`src/rtl/out_fm_buf_to_store_fifo_pkg.sv`:
```
// Shared defaults and FSM encoding for the out_fm buffer drain path.
package out_fm_buf_to_store_fifo_pkg;

    localparam int unsigned AW_DEF     = 14;
    localparam int unsigned CW_DEF     = 16;
    localparam int unsigned DW_DEF     = 32;
    localparam int unsigned TM_DEF     = 16;
    localparam int unsigned TR_DEF     = 64;
    localparam int unsigned TC_DEF     = 16;
    localparam int unsigned RD_LAT_DEF = 1;

    typedef enum logic [1:0] {
        ST_IDLE  = 2'd0,
        ST_RUN   = 2'd1,
        ST_DRAIN = 2'd2,
        ST_DONE  = 2'd3
    } state_e;

endpackage

```
`src/rtl/out_fm_buf_to_store_fifo_data_delay.sv`:
```
// Fixed-length delay line; busy_o flags words still behind the output stage.
module out_fm_buf_to_store_fifo_data_delay #(
    parameter int unsigned D  = 1,
    parameter int unsigned DW = 1
) (
    input  logic          clk,
    input  logic          rst,
    input  logic [DW-1:0] d_i,
    output logic [DW-1:0] q_o,
    output logic          busy_o
);

    if (D < 1) begin : g_depth_check
        $error("data_delay depth must be at least 1");
    end

    logic [DW-1:0] stage_q [D];

    // Shift register, cleared on reset so in-flight words are discarded.
    always_ff @(posedge clk or posedge rst) begin
        if (rst) begin
            for (int i = 0; i < int'(D); i++) stage_q[i] <= '0;
        end else begin
            stage_q[0] <= d_i;
            for (int i = 1; i < int'(D); i++) stage_q[i] <= stage_q[i-1];
        end
    end

    assign q_o = stage_q[D-1];

    // Any non-zero word in the stages before the output stage.
    always_comb begin
        busy_o = 1'b0;
        for (int i = 0; i < int'(D) - 1; i++) busy_o = busy_o | (|stage_q[i]);
    end

endmodule

```
`src/rtl/out_fm_buf_to_store_fifo.sv`:
```
// Drains one output-feature-map tile from the out_fm buffer into the store FIFO in (m, r, c) order.
module out_fm_buf_to_store_fifo
    import out_fm_buf_to_store_fifo_pkg::*;
#(
    parameter int unsigned AW     = AW_DEF,
    parameter int unsigned CW     = CW_DEF,
    parameter int unsigned DW     = DW_DEF,
    parameter int unsigned Tm     = TM_DEF,
    parameter int unsigned Tr     = TR_DEF,
    parameter int unsigned Tc     = TC_DEF,
    parameter int unsigned RD_LAT = RD_LAT_DEF
) (
    input  logic          clk,
    input  logic          rst,
    input  logic          dump_start,
    input  logic [CW-1:0] tile_valid_m,
    input  logic [CW-1:0] tile_valid_row,
    input  logic [CW-1:0] tile_valid_col,
    output logic          out_fm_rd_ena,
    output logic [AW-1:0] out_fm_rd_addr,
    input  logic [DW-1:0] out_fm_rd_data,
    output logic          store_fifo_push,
    output logic [DW-1:0] store_fifo_data,
    input  logic          store_fifo_almost_full,
    output logic          dump_busy,
    output logic          dump_done
);

    localparam int unsigned ROW_STEP = Tc;
    localparam int unsigned CH_STEP  = Tr * Tc;

    if ((64'(Tm) * 64'(Tr) * 64'(Tc)) > (64'(1) << AW)) begin : g_size_check
        $error("Tm*Tr*Tc exceeds the out_fm buffer address space");
    end

    state_e        state_q, state_d;
    logic [CW-1:0] vm_q, vm_d, vr_q, vr_d, vc_q, vc_d;
    logic [CW-1:0] m_q, m_d, r_q, r_d, c_q, c_d;
    logic [AW-1:0] row_base_q, row_base_d, ch_base_q, ch_base_d;
    logic          issue;
    logic          push;
    logic          line_busy;

    // State, latched tile sizes, counters and base addresses.
    always_ff @(posedge clk or posedge rst) begin
        if (rst) begin
            state_q    <= ST_IDLE;
            vm_q       <= '0;
            vr_q       <= '0;
            vc_q       <= '0;
            m_q        <= '0;
            r_q        <= '0;
            c_q        <= '0;
            row_base_q <= '0;
            ch_base_q  <= '0;
        end else begin
            state_q    <= state_d;
            vm_q       <= vm_d;
            vr_q       <= vr_d;
            vc_q       <= vc_d;
            m_q        <= m_d;
            r_q        <= r_d;
            c_q        <= c_d;
            row_base_q <= row_base_d;
            ch_base_q  <= ch_base_d;
        end
    end

    // Next-state, read issue and incremental (m, r, c) address walk.
    always_comb begin
        state_d    = state_q;
        vm_d       = vm_q;
        vr_d       = vr_q;
        vc_d       = vc_q;
        m_d        = m_q;
        r_d        = r_q;
        c_d        = c_q;
        row_base_d = row_base_q;
        ch_base_d  = ch_base_q;
        issue      = 1'b0;

        case (state_q)
            ST_IDLE: begin
                if (dump_start) begin
                    state_d    = ST_RUN;
                    vm_d       = tile_valid_m;
                    vr_d       = tile_valid_row;
                    vc_d       = tile_valid_col;
                    m_d        = '0;
                    r_d        = '0;
                    c_d        = '0;
                    row_base_d = '0;
                    ch_base_d  = '0;
                end
            end
            ST_RUN: begin
                if ((vm_q == '0) || (vr_q == '0) || (vc_q == '0)) begin
                    state_d = ST_DONE;
                end else if (!store_fifo_almost_full) begin
                    issue = 1'b1;
                    if (c_q == vc_q - CW'(1)) begin
                        c_d = '0;
                        if (r_q == vr_q - CW'(1)) begin
                            r_d        = '0;
                            row_base_d = '0;
                            ch_base_d  = ch_base_q + AW'(CH_STEP);
                            m_d        = m_q + CW'(1);
                            if (m_q == vm_q - CW'(1)) state_d = ST_DRAIN;
                        end else begin
                            r_d        = r_q + CW'(1);
                            row_base_d = row_base_q + AW'(ROW_STEP);
                        end
                    end else begin
                        c_d = c_q + CW'(1);
                    end
                end
            end
            ST_DRAIN: begin
                if (!line_busy) state_d = ST_DONE;
            end
            ST_DONE: begin
                state_d = ST_IDLE;
            end
            default: begin
                state_d = ST_IDLE;
            end
        endcase
    end

    // Read enable travels alongside the buffer read latency to become the push strobe.
    out_fm_buf_to_store_fifo_data_delay #(
        .D  (RD_LAT),
        .DW (1)
    ) u_data_delay (
        .clk    (clk),
        .rst    (rst),
        .d_i    (issue),
        .q_o    (push),
        .busy_o (line_busy)
    );

    assign out_fm_rd_ena   = issue;
    assign out_fm_rd_addr  = issue ? (ch_base_q + row_base_q + AW'(c_q)) : '0;
    assign store_fifo_push = push;
    assign store_fifo_data = push ? out_fm_rd_data : '0;
    assign dump_busy       = (state_q != ST_IDLE);
    assign dump_done       = (state_q == ST_DONE);

endmodule

```
`config.mk`:
```
export PLATFORM = sky130hd
export DESIGN_NAME = out_fm_buf_to_store_fifo
export DESIGN_NICKNAME = d
export VERILOG_FILES = /design/src/rtl/out_fm_buf_to_store_fifo_pkg.sv /design/src/rtl/out_fm_buf_to_store_fifo_data_delay.sv /design/src/rtl/out_fm_buf_to_store_fifo.sv
export SDC_FILE = /design/constraint.sdc
export NUM_CORES = 1
export LEC_CHECK = 0
export ABC_AREA = 1
export BUFFER_PORTS_ARGS = -buffer_cell sky130_fd_sc_hd__buf_2
export CAP_MARGIN = 5
export CORE_MARGIN = 2
export CORE_UTILIZATION = 34
export DETAILED_ROUTE_END_ITERATION = 10
export PLACE_DENSITY = 0.48
export SKIP_CTS_REPAIR_TIMING = 1
export SLEW_MARGIN = 25
export SYNTH_ARGS = -nofsm -noshare
export SYNTH_HDL_FRONTEND = slang
export SYNTH_SLANG_ARGS = --single-unit
```
`constraint.sdc`:
```
create_clock -name clk -period 4.78 [get_ports clk]
set_input_delay 0.478 -clock clk [delete_from_list [all_inputs] [get_ports clk]]
set_output_delay 0.478 -clock clk [all_outputs]
set_load 0.005 [all_outputs]
```
==> impl_metrics.ini, run 1 <==
[grt]
grt_pass1_vias = 7686
overflow = 0
grt_pass1_wl_um = 39040
track_usage_pct = 18.40
antenna_found_initial = 0
grt_max_degree = 49

[status]
status = completed

[sta]
setup_ws_ns = 1.354
final_max_slew_viol_count = 0
post-route-min-period_ns = 3.426
setup_viol_count_final = 0
fin_worst_skew_ns = 0.01132
max-slew-margin-rel_pct = 41.09
finalHoldViolations = 0
clock.fmax_mhz = 291.9
fin_crit_sh_pct = 71.67
fin_setup_tns_ns = 0
rsz0062_at_grt = false
tightest_slew_ns = 0.8836

[yosys]
seq_area_frac_synth_pct = 32.39
synth_edf_count = 0
syn_area_per_cell_um2 = 7.156
synth_ff_type = dfrtp_1
synth_warnings = 0
ys_seq_elements = 113
synth_cells = 1220
async_flop_share_pct = 100.0
syn_area_mm2 = 0.008731
synth_cell_type_count = 44

[floorplanning]
start_util_pct = 34.67
floorplan.die_area_mm2 = 0.02698
fp.dieH_um = 164.2
io_pins = 134
core_area_mm2 = 0.02518
rows = 58
die_w_um = 164.2

[drt]
drtPass1Iterations = 5
wire_per_inst_um = 14.26
drt_iter0_drc = 510
totalWireLength_um = 24130
drcViolationCount = 0
ant_nets = 0
viasPerCell = 4.805
dr_total_vias = 8130

[setup_path]
startpoint = c_q[10]$_DFFE_PP0P_
path_buf_inv = 1
cpLargestDelayFamily = adder cells
crit_end = out_fm_rd_addr[13]
critPathMostFrequentCell = nor2_1
cp_num_cells = 9
cp_data_arrival_time_ns = 2.95
cp-start-kind = flop
worstPathCellList = fa_1 > ha_1 > a21oi_1 > nor2_1 > a211oi_1 > o311ai_0 > xor2_1 > nor2_1 > buf_2
critical_path_class = flop to output pin
worstPathRequired_ns = 4.30
end_kind = output pin
crit_fanout = 6
reg2reg_to = m_q[7]$_DFFE_PP0P_
worst_path_max_delay_cell = fa_1
r2r_setup_slack_ns = 1.41
reg2reg_depth = 15
worst_path_largest_cell_delay_ns = 0.53
timing.rr.start = vc_q[0]$_DFFE_PP0P_

[clock_network]
cts-root-buf = clkbuf_16
cts_max_level = 4
insertion_delay_ns = 0.41
clk_pin_slew_ns = 0.06
cts_tree = done
ctsLongestPathBuffers = 2
numCtsBuffers = 17
clock_sinks = 113

[finish]
diodes = 0
syn_to_final_growth_pct = 17.35
drive_above_1_share_pct = 19.68
finish.instance_area_mm2 = 0.01025
finalNonFillerCells = 1692
nets = 1471

[place]
place_hpwl_um = 18770
detailedPlace.worstSlack_ns = 1.371
place_area_mm2 = 0.009708
dp_cells = 1662
port_buffers = 133
globalplace.congestion = 0.8435

[pwr]
irDropWorstVdd_mv = 0.2515
p_leak_nw = 5.080
power_density_mw_per_mm2 = 467.7

[job]
maxCapViolations = 0

[min_path]
min_path_type = input port to asynchronous set/reset pin
[cell type report]
class | instances | area, um^2
sequential | 113 | 2828
inverter | 146 | 553.0
timing repair buffer | 139 | 710.7
clock inverter | 7 | 60.06
multi-input combinational | 934 | 5204
fill | 2618 | 14940
clock buffer | 23 | 478.0
tap | 330 | 412.9
[kinds of logic (layout without fill, tap and decap cells)]
family          Yosys count  count (layout)  synth area share, %
simple gates            658             658                33.92
buf+inv                 176             315                8.168
compound gates          133             133                8.842
flops                   113             113                32.39
xor+xnor                 78              78                7.997
fa+ha+maj                36              36                5.503
mux                      24              24                3.095
other cells               2               5              0.08602
[state kept, by name (all words and copies together) (netlist names)]
register,count
c_q,16
ch_base_q,4
m_q,16
r_q,16
row_base_q,10
state_q,2
u_data_delay.q_o,1
vc_q,16
vm_q,16
vr_q,16
[power by group]
group	internal [mW]	switching (mW)	total [mW]
registers	1.21	0.363	1.57
clock network	0.744	0.450	1.19
logic	0.756	1.27	2.03
total	2.71	2.08	4.79
[worst min-delay path by stage]
stage,from,end,slack [ns],cells past startpoint
after floorplan,state_q[1]$_DFFE_PP0P_,state_q[1]$_DFFE_PP0P_,0.49,2
after global placement,state_q[1]$_DFFE_PP0P_,state_q[1]$_DFFE_PP0P_,0.52,2
after detailed placement,state_q[1]$_DFFE_PP0P_,state_q[1]$_DFFE_PP0P_,0.52,2
after CTS,rst,vm_q[11]$_DFFE_PP0P_,0.09,2
after global routing,rst,vm_q[11]$_DFFE_PP0P_,0.11,2
final,rst,vm_q[11]$_DFFE_PP0P_,0.08,2
[routing by layer]
metal	GRT usage (%)	part of all wire, %	up-vias
met1	24.69	47	3713
met3	2.576	4.0	23
met2	30.37	46	187
li1	-	-	4207
met4	6.260	2.2	0
met5	0	0	-
[cells in the mapped netlist (3+ instances only)]
| cell type | count | area share (%) |
|---|---|---|
| o21bai_1 | 3 | 0.26 |
| nor3b_1 | 4 | 0.34 |
| nor2_2 | 5 | 0.36 |
| xor2_1 | 45 | 4.5 |
| fa_1 | 4 | 0.92 |
| nand4_1 | 37 | 2.7 |
| nand2_4 | 3 | 0.39 |
| dfrtp_1 | 113 | 32 |
| nor4_1 | 8 | 0.57 |
| o21ai_0 | 49 | 2.8 |
| a21oi_1 | 51 | 2.9 |
| xnor2_1 | 32 | 3.2 |
| inv_1 | 143 | 6.1 |
| nor3_1 | 23 | 1.3 |
| mux2_2 | 24 | 3.1 |
| nor2_1 | 143 | 6.1 |
| clkbuf_1 | 18 | 0.77 |
| nand2_2 | 24 | 1.7 |
| nand2_1 | 297 | 13 |
| nor2_4 | 4 | 0.52 |
| nand3b_1 | 16 | 1.4 |
| nand3_1 | 76 | 4.4 |
| ha_1 | 32 | 4.6 |
| or2_2 | 14 | 1.0 |
| o21ai_2 | 20 | 2.0 |
| buf_6 | 6 | 0.77 |
| buf_2 | 3 | 0.17 |
[per-stage QoR]
stage	utilization [%]	power [mW]	hold WS, ns
detailed placement	38.55	3.629	0.5238
global placement	38.55	3.613	0.5180
CTS	40.69	4.853	0.09419
finish	40.69	4.792	0.07695
global route	40.69	5.222	0.1116
floorplan	-	3.140	0.4868
[placed cells by master (no fill, tap or decap), types with 2 or more instances in the layout]
cell       Yosys  routed
a211oi_1       2       2
a21oi_1       51      51
and3_1         2       2
buf_2          3     133
buf_4          0       6
clkbuf_1      18       3
clkbuf_16      0      17
clkbuf_8       0       3
clkinv_2       0       6
conb_1         2       5
dfrtp_1      113     113
fa_1           4       4
ha_1          32      32
inv_1        143     142
inv_2          2       2
inv_4          1       2
mux2_2        24      24
nand2_1      297     296
nand2_2       24      25
nand2_4        3       3
nand3_1       76      76
nand3b_1      16      16
nand4_1       37      37
nor2_1       143     143
nor2_2         5       5
nor2_4         4       4
nor3_1        23      23
nor3b_1        4       4
nor4_1         8       8
o21ai_0       49      49
o21ai_1        2       2
o21ai_2       20      20
o21bai_1       3       3
or2_2         14      14
xnor2_1       32      32
xor2_1        45      45
Note: power is estimated with default switching activity, not from simulation.
==> run 2, diff against run 1 <==
--- a/config.mk
+++ b/config.mk
@@ -11,7 +11,7 @@
 export CORE_MARGIN = 2
 export CORE_UTILIZATION = 34
 export DETAILED_ROUTE_END_ITERATION = 10
-export PLACE_DENSITY = 0.48
+export PLACE_DENSITY = 0.5
 export SKIP_CTS_REPAIR_TIMING = 1
 export SLEW_MARGIN = 25
 export SYNTH_ARGS = -nofsm -noshare
==> constraint.sdc (replaced) <==
create_clock -name clk -period 3.1 [get_ports clk]
set_input_delay 0.31 -clock clk [delete_from_list [all_inputs] [get_ports clk]]
set_output_delay 0.31 -clock clk [all_outputs]
set_load 0.005 [all_outputs]
==> impl_metrics.ini, run 2 (synthesis results as in run 1) <==
[finish]
fillers = 2665
seqCellArea_mm2 = 0.002835
mostFrequentLayoutCell = nand2_1
final_cell_mix = nand2_1, nor2_1, inv_1
finish.instance_area_mm2 = 0.01048
syn_to_final_growth_pct = 20.08
drive_above_1_share_pct = 20.93
nets = 1478
multi_input_area_mm2 = 0.005210

[drt]
drt_iter0_drc = 417
drcViolationCount = 0
viasPerCell = 4.736
wire_per_inst_um = 13.82
ant_nets = 0
totalWireLength_um = 23520
dr_total_vias = 8061
drtPass1Iterations = 5

[place]
place_area_mm2 = 0.009799
port_buffers = 133
detailedPlace.worstSlack_ns = 0.4254
place_hpwl_um = 18290
globalplace.congestion = 0.8523

[sta]
tightest_slew_ns = 0.8939
max-slew-margin-rel_pct = 40.41
fin_crit_sh_pct = 94.53
clock.fmax_mhz = 341.2
setup_ws_ns = 0.1695
post-route-min-period_ns = 2.931
rsz0062_at_grt = false
final_max_slew_viol_count = 0
fin_worst_skew_ns = 0.01168
setup_viol_count_final = 0
finalHoldViolations = 0
fin_setup_tns_ns = 0
timing.hold.ws_ns = 0.06160

[floorplanning]
core_area_mm2 = 0.02518
fp.dieH_um = 164.2
io_pins = 134
floorplan.die_area_mm2 = 0.02698
start_util_pct = 34.67
rows = 58
die_w_um = 164.2

[grt]
grt_pass1_vias = 7830
overflow = 0
grt_max_degree = 49
track_usage_pct = 18.25
antenna_found_initial = 1
grt_pass1_wl_um = 39280

[status]
status = completed

[setup_path]
cp-start-kind = flop
critical_path_class = flop to output pin
end_kind = output pin
worstPathRequired_ns = 2.79
crit_fanout = 5
cp_data_arrival_time_ns = 2.62

[pwr]
power_density_mw_per_mm2 = 757.6
p_leak_nw = 5.169
power_mw = 7.942
irDropWorstVdd_mv = 0.3658

[clock_network]
numCtsBuffers = 17
insertion_delay_ns = 0.42
ctsLongestPathBuffers = 2
cts-root-buf = clkbuf_16
cts_max_level = 4
clock_sinks = 113
cts_tree = done
clk_pin_slew_ns = 0.06

[min_path]
min_path_type = input port to asynchronous set/reset pin

[job]
maxCapViolations = 0
## run 2: per-stage QoR
| stage | cells | utilization (%) |
|---|---|---|
| 3_5_place_dp | 1669 | 38.91 |
| 5_1_grt | 1701 | 41.62 |
| 3_3_place_gp | 1669 | 38.91 |
| 6_report | 1702 | 41.63 |
| 2_1_floorplan | 1223 | - |
| 4_1_cts | 1701 | 41.57 |
## run 2: power by group
part,switching (mW),internal (mW),total (mW)
Sequential,0.576,1.87,2.44
Clock,0.714,1.54,2.26
Combinational,1.97,1.27,3.24
## run 2: cell type report
class | instances | share of cell area (%)
diodes | 1 | 0.02387
well taps | 330 | 3.938
flip-flops and latches | 113 | 27.04
repair buffers | 146 | 7.638
clock inverters | 11 | 1.981
clock buffers | 21 | 4.392
multi-input cells | 934 | 49.70
inverters | 146 | 5.287
## run 2: path summary, 6_finish.rpt
| kind | to | slack, ns | startpoint | cells after the start |
|---|---|---|---|---|
| worst max-delay path | out_fm_rd_addr[13] | 0.17 | c_q[12]$_DFFE_PP0P_ | 9 |
| worst min-delay path | vc_q[2]$_DFFE_PP0P_ | 0.06 | rst | 2 |
| worst max register to register | row_base_q[5]$_DFFE_PP0P_ | 0.41 | vc_q[0]$_DFFE_PP0P_ | 15 |
| worst min register to register | row_base_q[11]$_DFFE_PP0P_ | 0.54 | row_base_q[11]$_DFFE_PP0P_ | 2 |
| max in group asynchronous | vr_q[2]$_DFFE_PP0P_ | 2.21 | rst | 3 |
| min in group clk | vm_q[10]$_DFFE_PP0P_ | 0.12 | tile_valid_m[10] | 2 |
## run 2: per-layer routing
metal / track usage [%] / wire [um]
met1: 24.56 / 11470
met3: 2.904 / 1016
met5: 0 / 0
met2: 30.56 / 10850
met4: 4.506 / 186
## run 2: worst max-delay path, cell delays in order, from the launching register on
cell and delay (ns):
dfrtp_2 0.45, fa_1 0.51, ha_1 0.37, nand2_1 0.13, nor2_1 0.05, a211oi_1 0.18, o311ai_1 0.15, xor2_1 0.16
nor2_1 0.09, buf_2 0.11
==> run 3, diff against run 2 <==
--- a/config.mk
+++ b/config.mk
@@ -5,13 +5,12 @@
 export SDC_FILE = /design/constraint.sdc
 export NUM_CORES = 1
 export LEC_CHECK = 0
-export ABC_AREA = 1
 export BUFFER_PORTS_ARGS = -buffer_cell sky130_fd_sc_hd__buf_2
 export CAP_MARGIN = 5
 export CORE_MARGIN = 2
 export CORE_UTILIZATION = 34
 export DETAILED_ROUTE_END_ITERATION = 10
-export PLACE_DENSITY = 0.5
+export PLACE_DENSITY = 0.51
 export SKIP_CTS_REPAIR_TIMING = 1
 export SLEW_MARGIN = 25
 export SYNTH_ARGS = -nofsm -noshare
==> impl_metrics.ini, run 3 <==
[status]
status = finished with violations
violations = setup timing

[sta]
setup_ws_ns = -0.2006
fin_crit_sh_pct = 106.5
post-route-min-period_ns = 3.301
tightest_slew_ns = 0.7102
rsz0062_at_grt = true
setup_viol_count_final = 17
finalHoldViolations = 0
final_max_slew_viol_count = 0
fin_worst_skew_ns = 0.006856
clock.fmax_mhz = 303.0
max-slew-margin-rel_pct = 52.66

[clock_network]
clk_pin_slew_ns = 0.05
cts-root-buf = clkbuf_16
cts_tree = done
numCtsBuffers = 17
insertion_delay_ns = 0.41
ctsLongestPathBuffers = 2
cts_max_level = 4
clock_sinks = 113

[yosys]
synth_ff_type = dfrtp_1
async_flop_share_pct = 100.0
synth_cell_type_count = 66
ys_top_cells_by_count = dfrtp_1, nor2_1, nand2_1
synthMuxAreaShare_pct = 7.749
synth_warnings = 0
syn_area_per_cell_um2 = 9.042
synth_xor_area_share_pct = 9.363
synth_compound_area_share_pct = 13.68
synthTopCellsByArea = dfrtp_1, mux2_2, xnor2_1
synth_cells = 875
synth_most_common_cell = dfrtp_1
synth_edf_count = 0
seq_area_frac_synth_pct = 35.74
syn_area_mm2 = 0.007911
synth_top_area_cell = dfrtp_1
synth_top_area_share_pct = 35.74
synth_top_family_by_area = simple AND/OR/NAND/NOR gates
ys_seq_elements = 113
synth-simple-area-share_pct = 23.47
synth-adder-area-share_pct = 6.073

[grt]
antenna_found_initial = 0
grt_max_degree = 74
grt_pass1_wl_um = 32950
track_usage_pct = 16.70
overflow = 0
grt_pass1_vias = 6590

[setup_path]
worstPathRequired_ns = 3.43
cp_data_arrival_time_ns = 3.63
critPathMostFrequentCell = buf_4
worst_path_max_delay_cell = or4b_4
critical_path_class = flop to flop
crit_fanout = 9
end_kind = flop
cp-start-kind = flop
worstPathCellList = buf_4 > nor4_2 > buf_4 > nand3_1 > nor3_1 > a211oi_1 > or4b_4 > nor4_4 > buf_4 > a21oi_4 > or4_1 > a21oi_1
worst_path_largest_cell_delay_ns = 0.59

[finish]
diodes = 0
mostFrequentLayoutCell = buf_2
final_cell_mix = buf_2, dfrtp_1, buf_4
drive_above_1_share_pct = 32.08
nets = 1198
fillers = 2244
syn_to_final_growth_pct = 29.23
utilization_pct = 45.02

[drt]
viasPerCell = 5.195
wire_per_inst_um = 14.71
drt_iter0_drc = 353
drtPass1Iterations = 5
dr_total_vias = 7133
drcViolationCount = 0
ant_nets = 0
totalWireLength_um = 20200

[floorplanning]
fp.dieH_um = 156.5
floorplan.die_area_mm2 = 0.02450
rows = 55
start_util_pct = 34.84
io_pins = 134
die_w_um = 156.5
core_area_mm2 = 0.02271

[pwr]
irDropWorstVdd_mv = 0.3450
swShare_pct = 38.22
internal_power_mw = 5.083
p_leak_nw = 4.619
power.switching_mw = 3.144
power_density_mw_per_mm2 = 804.7
seq_power_share_pct = 29.1
power_mw = 8.227
combPwrFrac_pct = 47.9
clockPowerShare_pct = 22.9

[min_path]
min_path_type = input port to asynchronous set/reset pin

[place]
port_buffers = 133
globalplace.congestion = 0.7992
place_hpwl_um = 15070

[job]
maxCapViolations = 0
-- run 3: final timing paths --
kind	from	to	slack [ns]	depth (start not counted)
worst max-delay path	vr_q[2]$_DFFE_PP0P_	m_q[10]$_DFFE_PP0P_	-0.20	12
min in group clk	tile_valid_col[4]	vc_q[4]$_DFFE_PP0P_	0.13	2
max in group asynchronous	rst	vr_q[5]$_DFFE_PP0P_	2.48	3
worst min register to register	row_base_q[13]$_DFFE_PP0P_	row_base_q[13]$_DFFE_PP0P_	0.50	1
worst min-delay path	rst	vc_q[8]$_DFFE_PP0P_	0.07	3
worst max register to register	vr_q[2]$_DFFE_PP0P_	m_q[10]$_DFFE_PP0P_	-0.20	12
-- run 3: layout make-up --
type | instances | area (um^2) | area share, %
inverter | 34 | 131.4 | 1.285
sequential | 113 | 2828 | 27.66
clock buffer | 22 | 474.2 | 4.638
timing repair buffer | 222 | 1398 | 13.67
multi-input combinational | 690 | 4951 | 48.43
clock inverter | 7 | 85.08 | 0.8322
tap | 285 | 356.6 | 3.488
-- run 3: cell families (layout without fill, tap and decap cells) --
group | count (synthesis) | after routing
XOR/XNOR | 83 | 83
flip-flops | 113 | 113
AO/OA/AOI/OAI | 167 | 168
other | 2 | 5
adder cells (fa/ha/maj) | 36 | 36
multiplexers | 55 | 55
buffers and inverters | 76 | 285
AND/OR/NAND/NOR | 343 | 343
-- run 3: through the flow --
stage / worst slack (ns) / setup TNS [ns] / hold slack [ns] / instances / cell area [um^2]
global placement: -0.1510 / -1.267 / 0.4838 / 1340 / 9459
finish: -0.2006 / -1.652 / 0.06863 / 1373 / 10220
global route: -0.2861 / -4.986 / 0.1083 / 1373 / 10220
CTS: -0.2147 / -2.601 / 0.07678 / 1369 / 10020
detailed placement: -0.1971 / -1.816 / 0.4963 / 1340 / 9459
floorplan: -0.1784 / -1.860 / 0.4606 / 878 / 7933
-- run 3: critical path: cells and delay by family, from the launching register on --
kind	cells	cell delay, ns
AOI/OAI and AO/OA	3	0.32
DFF	1	0.38
buffers and inverters	3	0.54
and+or+nand+nor	6	1.97
-- run 3: power groups by stage --
stage / combinational [mW] / clock (mW) / sequential (mW)
after floorplan: 2.54 / 0 / 2.27
after global placement: 3.82 / 0 / 2.40
after detailed placement: 3.83 / 0 / 2.40
after CTS: 3.85 / 1.94 / 2.38
after global routing: 4.37 / 2.02 / 2.48
final: 3.94 / 1.89 / 2.40
-- run 3: metal layers --
metal	wire [um]	track usage (%)	vias up
met5	0	0	-
met4	182	4.631	0
met3	693	2.797	13
met2	9721	27.56	158
met1	9605	22.62	3413
li1	-	-	3549
